--- src/rtl/umd_pkg.sv ---
// Shared types and op-decode helpers for the iterative multiply/divide unit.
package umd_pkg;

   typedef enum logic [2:0] {
      OpMul    = 3'b000,
      OpMulh   = 3'b001,
      OpMulhsu = 3'b010,
      OpMulhu  = 3'b011,
      OpDiv    = 3'b100,
      OpDivu   = 3'b101,
      OpRem    = 3'b110,
      OpRemu   = 3'b111
   } umd_op_e;

   typedef enum logic [1:0] {
      StIdle,
      StCalc,
      StSign,
      StDone
   } umd_state_e;

   function automatic logic is_div(input umd_op_e op);
      return op[2];
   endfunction

   // Remainder ops take the sign of the dividend rather than the sign product.
   function automatic logic is_rem(input umd_op_e op);
      return op[2] & op[1];
   endfunction

   function automatic logic a_signed(input umd_op_e op);
      case (op)
         OpMul, OpMulh, OpMulhsu, OpDiv, OpRem: return 1'b1;
         default:                               return 1'b0;
      endcase
   endfunction

   function automatic logic b_signed(input umd_op_e op);
      case (op)
         OpMul, OpMulh, OpDiv, OpRem: return 1'b1;
         default:                     return 1'b0;
      endcase
   endfunction

endpackage

--- src/rtl/umd_iter.sv ---
// Iterative RV32M multiply/divide: shift-add multiply and restoring divide on
// operand magnitudes, with a final sign-fixup cycle.
module umd_iter
   import umd_pkg::*;
#(
   parameter int unsigned WORD_SIZE = 32,
   parameter int unsigned ID_WIDTH  = 4
) (
   input  logic                 clk_i,
   input  logic                 rst_i,
   input  logic                 flush_i,
   input  logic                 req_valid_i,
   output logic                 req_ready_o,
   input  logic [2:0]           req_op_i,
   input  logic [ID_WIDTH-1:0]  req_id_i,
   input  logic [WORD_SIZE-1:0] req_a_i,
   input  logic [WORD_SIZE-1:0] req_b_i,
   output logic                 rsp_valid_o,
   input  logic                 rsp_ready_i,
   output logic [ID_WIDTH-1:0]  rsp_id_o,
   output logic [WORD_SIZE-1:0] rsp_result_o
);

   localparam int unsigned W    = WORD_SIZE;
   localparam int unsigned CntW = $clog2(WORD_SIZE);
   localparam logic [CntW-1:0] CntLast = CntW'(WORD_SIZE - 1);

   umd_state_e          state_q, state_d;
   umd_op_e             op_q, op_d;
   logic [ID_WIDTH-1:0] id_q, id_d;
   logic [W-1:0]        b_mag_q, b_mag_d;
   logic                neg_q, neg_d;
   logic [CntW-1:0]     cnt_q, cnt_d;
   // Multiply: {product_hi, multiplier/product_lo}. Divide: {remainder, dividend/quotient}.
   logic [2*W-1:0]      acc_q, acc_d;
   logic [W-1:0]        result_q, result_d;

   umd_op_e        op_in;
   logic           a_neg, b_neg;
   logic [W-1:0]   a_mag, b_mag;
   logic [W:0]     sum, trial;
   logic [2*W-1:0] prod;
   logic [W-1:0]   sel;

   assign req_ready_o  = (state_q == StIdle);
   assign rsp_valid_o  = (state_q == StDone);
   assign rsp_id_o     = id_q;
   assign rsp_result_o = result_q;

   // Next-state, datapath step and result selection.
   always_comb begin
      state_d  = state_q;
      op_d     = op_q;
      id_d     = id_q;
      b_mag_d  = b_mag_q;
      neg_d    = neg_q;
      cnt_d    = cnt_q;
      acc_d    = acc_q;
      result_d = result_q;
      op_in    = umd_op_e'(req_op_i);
      a_neg    = a_signed(op_in) & req_a_i[W-1];
      b_neg    = b_signed(op_in) & req_b_i[W-1];
      a_mag    = a_neg ? -req_a_i : req_a_i;
      b_mag    = b_neg ? -req_b_i : req_b_i;
      sum      = '0;
      trial    = '0;
      prod     = '0;
      sel      = '0;

      unique case (state_q)
         StIdle: begin
            if (req_valid_i && !flush_i) begin
               op_d    = op_in;
               id_d    = req_id_i;
               b_mag_d = b_mag;
               neg_d   = is_rem(op_in) ? a_neg : (a_neg ^ b_neg);
               acc_d   = {{W{1'b0}}, a_mag};
               cnt_d   = '0;
               if (is_div(op_in) && (req_b_i == '0)) begin
                  result_d = op_in[1] ? req_a_i : '1;
                  state_d  = StDone;
               end else if (((op_in == OpDiv) || (op_in == OpRem)) &&
                            (req_a_i == {1'b1, {(W-1){1'b0}}}) && (req_b_i == '1)) begin
                  result_d = op_in[1] ? '0 : req_a_i;
                  state_d  = StDone;
               end else begin
                  state_d = StCalc;
               end
            end
         end
         StCalc: begin
            if (is_div(op_q)) begin
               // Shift in the next dividend bit; keep the difference if it did not borrow.
               trial = acc_q[2*W-1:W-1] - {1'b0, b_mag_q};
               if (!trial[W]) acc_d = {trial[W-1:0], acc_q[W-2:0], 1'b1};
               else           acc_d = {acc_q[2*W-2:0], 1'b0};
            end else begin
               sum = {1'b0, acc_q[2*W-1:W]} + {1'b0, b_mag_q};
               if (acc_q[0]) acc_d = {sum, acc_q[W-1:1]};
               else          acc_d = {1'b0, acc_q[2*W-1:1]};
            end
            cnt_d = cnt_q + 1'b1;
            if (cnt_q == CntLast) begin
               cnt_d   = '0;
               state_d = StSign;
            end
         end
         StSign: begin
            if (is_div(op_q)) begin
               sel      = op_q[1] ? acc_q[2*W-1:W] : acc_q[W-1:0];
               result_d = neg_q ? -sel : sel;
            end else begin
               prod     = neg_q ? -acc_q : acc_q;
               result_d = (op_q == OpMul) ? prod[W-1:0] : prod[2*W-1:W];
            end
            state_d = StDone;
         end
         StDone: begin
            if (rsp_ready_i) state_d = StIdle;
         end
         default: state_d = StIdle;
      endcase

      // Flush aborts any in-flight or pending result, even one being handshaken.
      if (flush_i && (state_q != StIdle)) begin
         state_d = StIdle;
         cnt_d   = '0;
      end
   end

   // State and datapath registers with synchronous reset.
   always_ff @(posedge clk_i) begin
      if (rst_i) begin
         state_q  <= StIdle;
         op_q     <= OpMul;
         id_q     <= '0;
         b_mag_q  <= '0;
         neg_q    <= 1'b0;
         cnt_q    <= '0;
         acc_q    <= '0;
         result_q <= '0;
      end else begin
         state_q  <= state_d;
         op_q     <= op_d;
         id_q     <= id_d;
         b_mag_q  <= b_mag_d;
         neg_q    <= neg_d;
         cnt_q    <= cnt_d;
         acc_q    <= acc_d;
         result_q <= result_d;
      end
   end

endmodule
--- config.mk ---
export PLATFORM = sky130hd
export DESIGN_NAME = umd_iter
export DESIGN_NICKNAME = d
export VERILOG_FILES = /design/src/rtl/umd_pkg.sv /design/src/rtl/umd_iter.sv
export SDC_FILE = /design/constraint.sdc
export NUM_CORES = 1
export LEC_CHECK = 0
export ABC_AREA = 1
export BUFFER_PORTS_ARGS = -buffer_cell sky130_fd_sc_hd__buf_2
export CAP_MARGIN = 20
export CORE_MARGIN = 1
export CORE_UTILIZATION = 37
export CTS_CLUSTER_DIAMETER = 80
export DETAILED_ROUTE_END_ITERATION = 8
export HOLD_SLACK_MARGIN = 0.12
export PLACE_DENSITY_LB_ADDON = 0.15
export RECOVER_POWER = 25
export SYNTH_ARGS = -nofsm -noshare
export SYNTH_HDL_FRONTEND = slang
export SYNTH_SLANG_ARGS = --single-unit
--- constraint.sdc ---
create_clock -name clk_i -period 4.45 [get_ports clk_i]
set_clock_uncertainty 0.15 [all_clocks]
set_input_delay 0.445 -clock clk_i [delete_from_list [all_inputs] [get_ports clk_i]]
set_output_delay 0.445 -clock clk_i [all_outputs]
set_load 0.1 [all_outputs]
# Yosys cells after proc, flatten, opt, wreduce, memory -nomap -nowiden
# Cells that the tools add are included.
totals:
  regBits: 143
  input_bits: 76
  output_inout_bits: 38
  elab_cells: 84
op_classes:
  addsub: 7
  eq_ne: 14
  muxes: 30
  n_bitwise: 4
  reduce_logical: 21
ops:
  columns: ["operator", "n"]
  rows:
  - ["$mux W32", 11]
  - ["$mux W64", 5]
  - ["$pmux W64 S2", 1]
  - ["$neg A32 Y32", 3]
  - ["$eq A32 B32 Y1 const B", 2]
  - ["$neg A64 Y64", 1]
  - ["$pmux W32 S2", 1]
  - ["$add A32 B32 Y33", 1]
  - ["$sub A33 B32 Y33", 1]
  - ["$logic_not A32 Y1", 1]
  - ["$mux W2", 5]
  - ["$mux W5", 2]
  - ["$pmux W5 S2", 1]
  - ["$pmux W2 S4", 1]
  - ["$eq A3 B3 Y1 const B", 2]
  - ["$logic_not A3 Y1", 2]
  - ["$reduce_and A3 Y1", 2]
  - ["$reduce_bool A2 Y1", 3]
  - ["$add A5 B1 Y5 const B", 1]
  - ["$eq A5 B5 Y1 const B", 1]
  - ["$logic_and A1 B1 Y1", 5]
  - ["$reduce_or A5 Y1", 1]
  - ["$eq A2 B2 Y1 const B", 2]
  - ["$ne A2 B1 Y1 const B", 2]
  - ["other kinds (14)", 19]

# Longest topological paths before layout
depth:
  depth_word: 8
  mapped_depth: 19
  mapped_depth_nobuf: 17

# Worst setup path before layout
# No wires, ideal clock.
synth_timing:
  path_type: "reg-to-reg"
  from: "register state_q[0]"
  to: "register acc_q[10]"
  setup_time_ns: 0.134
  t_arrival_ns: 2.608
  t_required_ns: 4.166
  setup_slack_ns: 1.558
  stages_incl_launch_ff: 10
  path_buffers: 2
  synth_period_minus_slack_ns: 2.892
  cell_sequence: "dfxtp_1 inv_1 ha_1 nand3_1 inv_2 a21oi_1 inv_1 buf_2 buf_1 a31oi_1"
synth_between:
  elab_chain_len: 3
  elab_cells_between_ends: 6
  cone_classes: "2 x eq/ne; 1 x mux; 3 x reduce/logical"
synth_rtl:
  columns: ["element", "line_no", "rtl"]
  rows:
  - ["from (decl)", "umd_iter.sv:28", "umd_state_e state_q, state_d;"]
  - ["from (signal assigned)", "umd_iter.sv:134", "state_q <= StIdle;"]
  - ["from (signal assigned)", "umd_iter.sv:143", "state_q <= state_d;"]
  - ["$logic_not A2 Y1 *", null, null]
  - ["net req_ready_o", "umd_iter.sv:13", "output logic req_ready_o,"]
  - ["$ne A2 B1 Y1 (no line) or $reduce_bool A2 Y1 (tied branches)", null, null]
  - ["$reduce_and A2 Y1 (no line)", null, null]
  - ["to (signal assigned)", "umd_iter.sv:140", "acc_q <= '0;"]
  - ["to (signal assigned)", "umd_iter.sv:149", "acc_q <= acc_d;"]
  - ["to (decl)", "umd_iter.sv:35", "logic [2*W-1:0] acc_q, acc_d;"]
# Mark *: on every way through the listed nets, which the timed path passes. The rest lies on a longest branch.
# A chain may end at the register's enable or synchronous reset.

# Worst setup path after layout
layout_timing:
  from: "register acc_q[31]"
  to: "register acc_q[55]"
layout_between:
  elab_chain_len: 4
layout_rtl:
  columns: ["element", "line_no", "rtl"]
  rows:
  - ["$sub A33 B32 Y33", "umd_iter.sv:94", "trial = acc_q[2*W-1:W-1] - {1'b0, b_mag_q};"]
  - ["$mux W64", "umd_iter.sv:95", "if (!trial[W]) acc_d = {trial[W-1:0], acc_q[W-2:0], 1'b1};"]
  - ["$mux W64", "umd_iter.sv:92", "if (is_div(op_q)) begin"]
  - ["$pmux W64 S2", "umd_iter.sv:70", "unique case (state_q)"]
# No other way between the ends.

==> reports/qor.yml <==
drt:
  drt-vias-per-instance: 5.69
  ant_nets: 0
  avgRoutedWirePerCell_um: 21.9
  vias: 22400
  dr.pass1.iters: 6
  drt_drc_violations_left: 0
  wl_um: 86100
  drt_iter0_markers: 2571
floorplanning:
  fp.dieW_um: 222
  io_pins: 114
  die_area_um2: 49300
  rows: 80
  initial_core_util: 0.375
  core_area_um2: 47700
  die_y_um: 222
synthesis:
  syn_area_um2: 17900
  synthesis.instances: 3264
  synth_area_leaders: "nand2_1 (18%), dfxtp_1 (16%), a21oi_1 (10%), nand3_1 (9.7%), inv_1 (7.9%)"
  synth_flop_cell: "dfxtp_1"
  synth-compound-area-share: 0.225
  synth_warnings: 0
  ys_seq_area_frac: 0.160
  synthMuxAreaShare: 0
  synth_cell_types: 53
  synth-async-reset-ratio: 0
  synth_top_family_by_area: "simple AND/OR/NAND/NOR gates"
  netlist.area_leader.share: 0.179
  synth_xor_area_frac: 0.0264
  synth_top_cells_by_count: "nand2_1 (854), inv_1 (377), a21oi_1 (365)"
  synth-edff-count: 0
  yosysTopAreaCell: "nand2_1"
  synth-seq-cells: 143
  synth-simple-area-share: 0.412
  syn_avg_cell_area_um2: 5.49
  syn_nets: 3417
  synthAdderAreaFrac: 0.0546
  synth_most_common_cell: "nand2_1"
setup_path:
  cp-startpoint: "acc_q[31]$_SDFFE_PP0P_"
  r2r_start: "acc_q[31]$_SDFFE_PP0P_"
  cp_data_required_time_ps: 4680
  rrSetupSlack_ps: 910
  crit_type: "reg2reg"
  critPathArrivalTime_ps: 3780
  cp-end-kind: "register"
  crit_fanout: 27
  r2r_cells: 16
  critPathLaunchType: "register"
power_and_ir_drop:
  power.density_nw_per_um2: 502
  vdd_drop_max_mv: 0.710
  p_leak_nw: 9.33
grt:
  antenna_found_initial: 3
  grt_pass1_wl_um: 127000
  grt_remaining_overflow: 0
  grt_pass1_vias: 19900
  grt_max_degree: 103
  grt_usage: 0.342
clocking:
  cts_max_level: 4
  cts_setup_buffers: 0
  clock_sinks: 143
  clock_path_buffers: 2
  path_clk_slew_ps: 70
  root_buffer: "clkbuf_16"
  cts_resized: 0
  insertion_delay_ps: 470
  cts_tree: "done"
  numCtsBuffers: 17
placed_design:
  dpl.hpwl_um: 67500
  dp_slack_ps: 1030
  gp_congestion: 1.04
  portBuffers: 113
sta:
  fmax_mhz: 282
  period_needed_ps: 3540
  setup_ws_ps: 905
  slew_headroom: -0.328
  hold_violations: 0
  tns_ps: 0
  fin_crit_sh: 0.797
  worst_slew_pin_slew_ps: 1990
  setup_viol: 0
  whs_ps: 192
  maxSlewViolCount: 45
  rsz0062_at_grt: "no"
worst_hold_path:
  hp-class: "in2reg"
  holdPathStages: 3
  hp-start: "req_b_i[5]"
flow_run:
  maxCapViolCount: 1
finish:
  drive_gt1_frac: 0.0824
  final_nets: 3454
  area_growth_pct: 8.89
  final_core_util: 0.408
run_status:
  violations: "max-capacitance violations, max-slew violations"
  status: "finished with violations"
-- worst max-delay path: stages, from the launching register on --
cell,delay (ps)
dfxtp_1,520
inv_1,110
ha_1,230
fa_1,450
o21ai_2,230
nand2_1,90
nand2_2,110
nand2_1,70
nand2_2,80
nand2_2,70
nand2_2,70
nand2_1,70
nand2_2,520
nand3_1,300
nand3_1,160
nand2_1,80
a21oi_1,130
-- per-layer routing --
layer / share of wire / vias up / wire length, um / GRT usage
met2: 0.39 / 1048 / 33400 / 0.466
li1: - / 10800 / - / -
met1: 0.48 / 10400 / 41200 / 0.524
met4: 0.021 / 4 / 1840 / 0.0831
met5: 0.00027 / - / 23 / 0
met3: 0.11 / 116 / 9620 / 0.0845
-- kinds of logic (layout without fill, tap and decap cells) --
group / after synthesis / in the layout
AO/OA/AOI/OAI: 750 / 750
adder cells (fa/ha/maj): 77 / 77
XOR/XNOR: 54 / 54
flip-flops: 143 / 143
AND/OR/NAND/NOR: 1703 / 1703
other: 0 / 1
buffers and inverters: 537 / 587
-- final cells by class --
class / instances / area [um2]
repair buffers: 164 / 938
clock inverters: 13 / 140
multi-input cells: 2584 / 12900
clock buffers: 19 / 443
flip-flops and latches: 143 / 2870
fillers: 5419 / 28200
inverters: 391 / 1470
well taps: 615 / 769
diodes: 1 / 2.50
-- state kept, by name, indices dropped and copies added, names as in the netlist --
name          count
state_q           2
rsp_id_o          4
op_q              3
cnt_q             5
neg_q             1
b_mag_q          32
acc_q            64
rsp_result_o     32
-- worst paths after layout --
kind                                            endpoint
worst min-delay path             b_mag_q[5]$_SDFFE_PP0P_
worst max register to register    acc_q[55]$_SDFFE_PP0P_
worst min register to register  rsp_id_o[3]$_SDFFE_PP0P_
worst max-delay path              acc_q[55]$_SDFFE_PP0P_
-- placed cells by master, fill, tap and decap left out, drive strengths merged, types with 8 or more instances in the layout --
cell	count
ha	75
nor2	335
o211ai	11
inv	390
a31oi	31
xor2	42
buf	120
o21ai	308
xnor2	12
o21a	8
nand3	351
nand2	884
nor3	44
nand3b	18
clkinv	8
dfxtp	143
a21oi	366
o21bai	9
clkbuf	57
or2	20
nand4	37
-- power breakdown --
group	internal (mW)	switching [mW]	total [mW]	leakage (nW)
combinational	1.64	4.79	6.43	7.89
sequential	1.52	0.338	1.86	1.17
clock	0.839	0.659	1.50	0.275
-- per-stage QoR --
stage / cells / cell area [um2] / power (mW)
finish: 3930 / 19500 / 9.79
global route: 3930 / 19500 / 10.4
CTS: 3929 / 19600 / 9.62
detailed placement: 3891 / 18900 / 8.10
global placement: 3891 / 18900 / 8.12
floorplan: 3264 / 17900 / 6.25
-- repair_timing --
action	4_1_cts	5_1_grt
endpoints found under the setup margin	0	0
hold endpoints to repair	6	0
hold buffers	6	0
No activity file was read; power rests on OpenSTA's default activity.
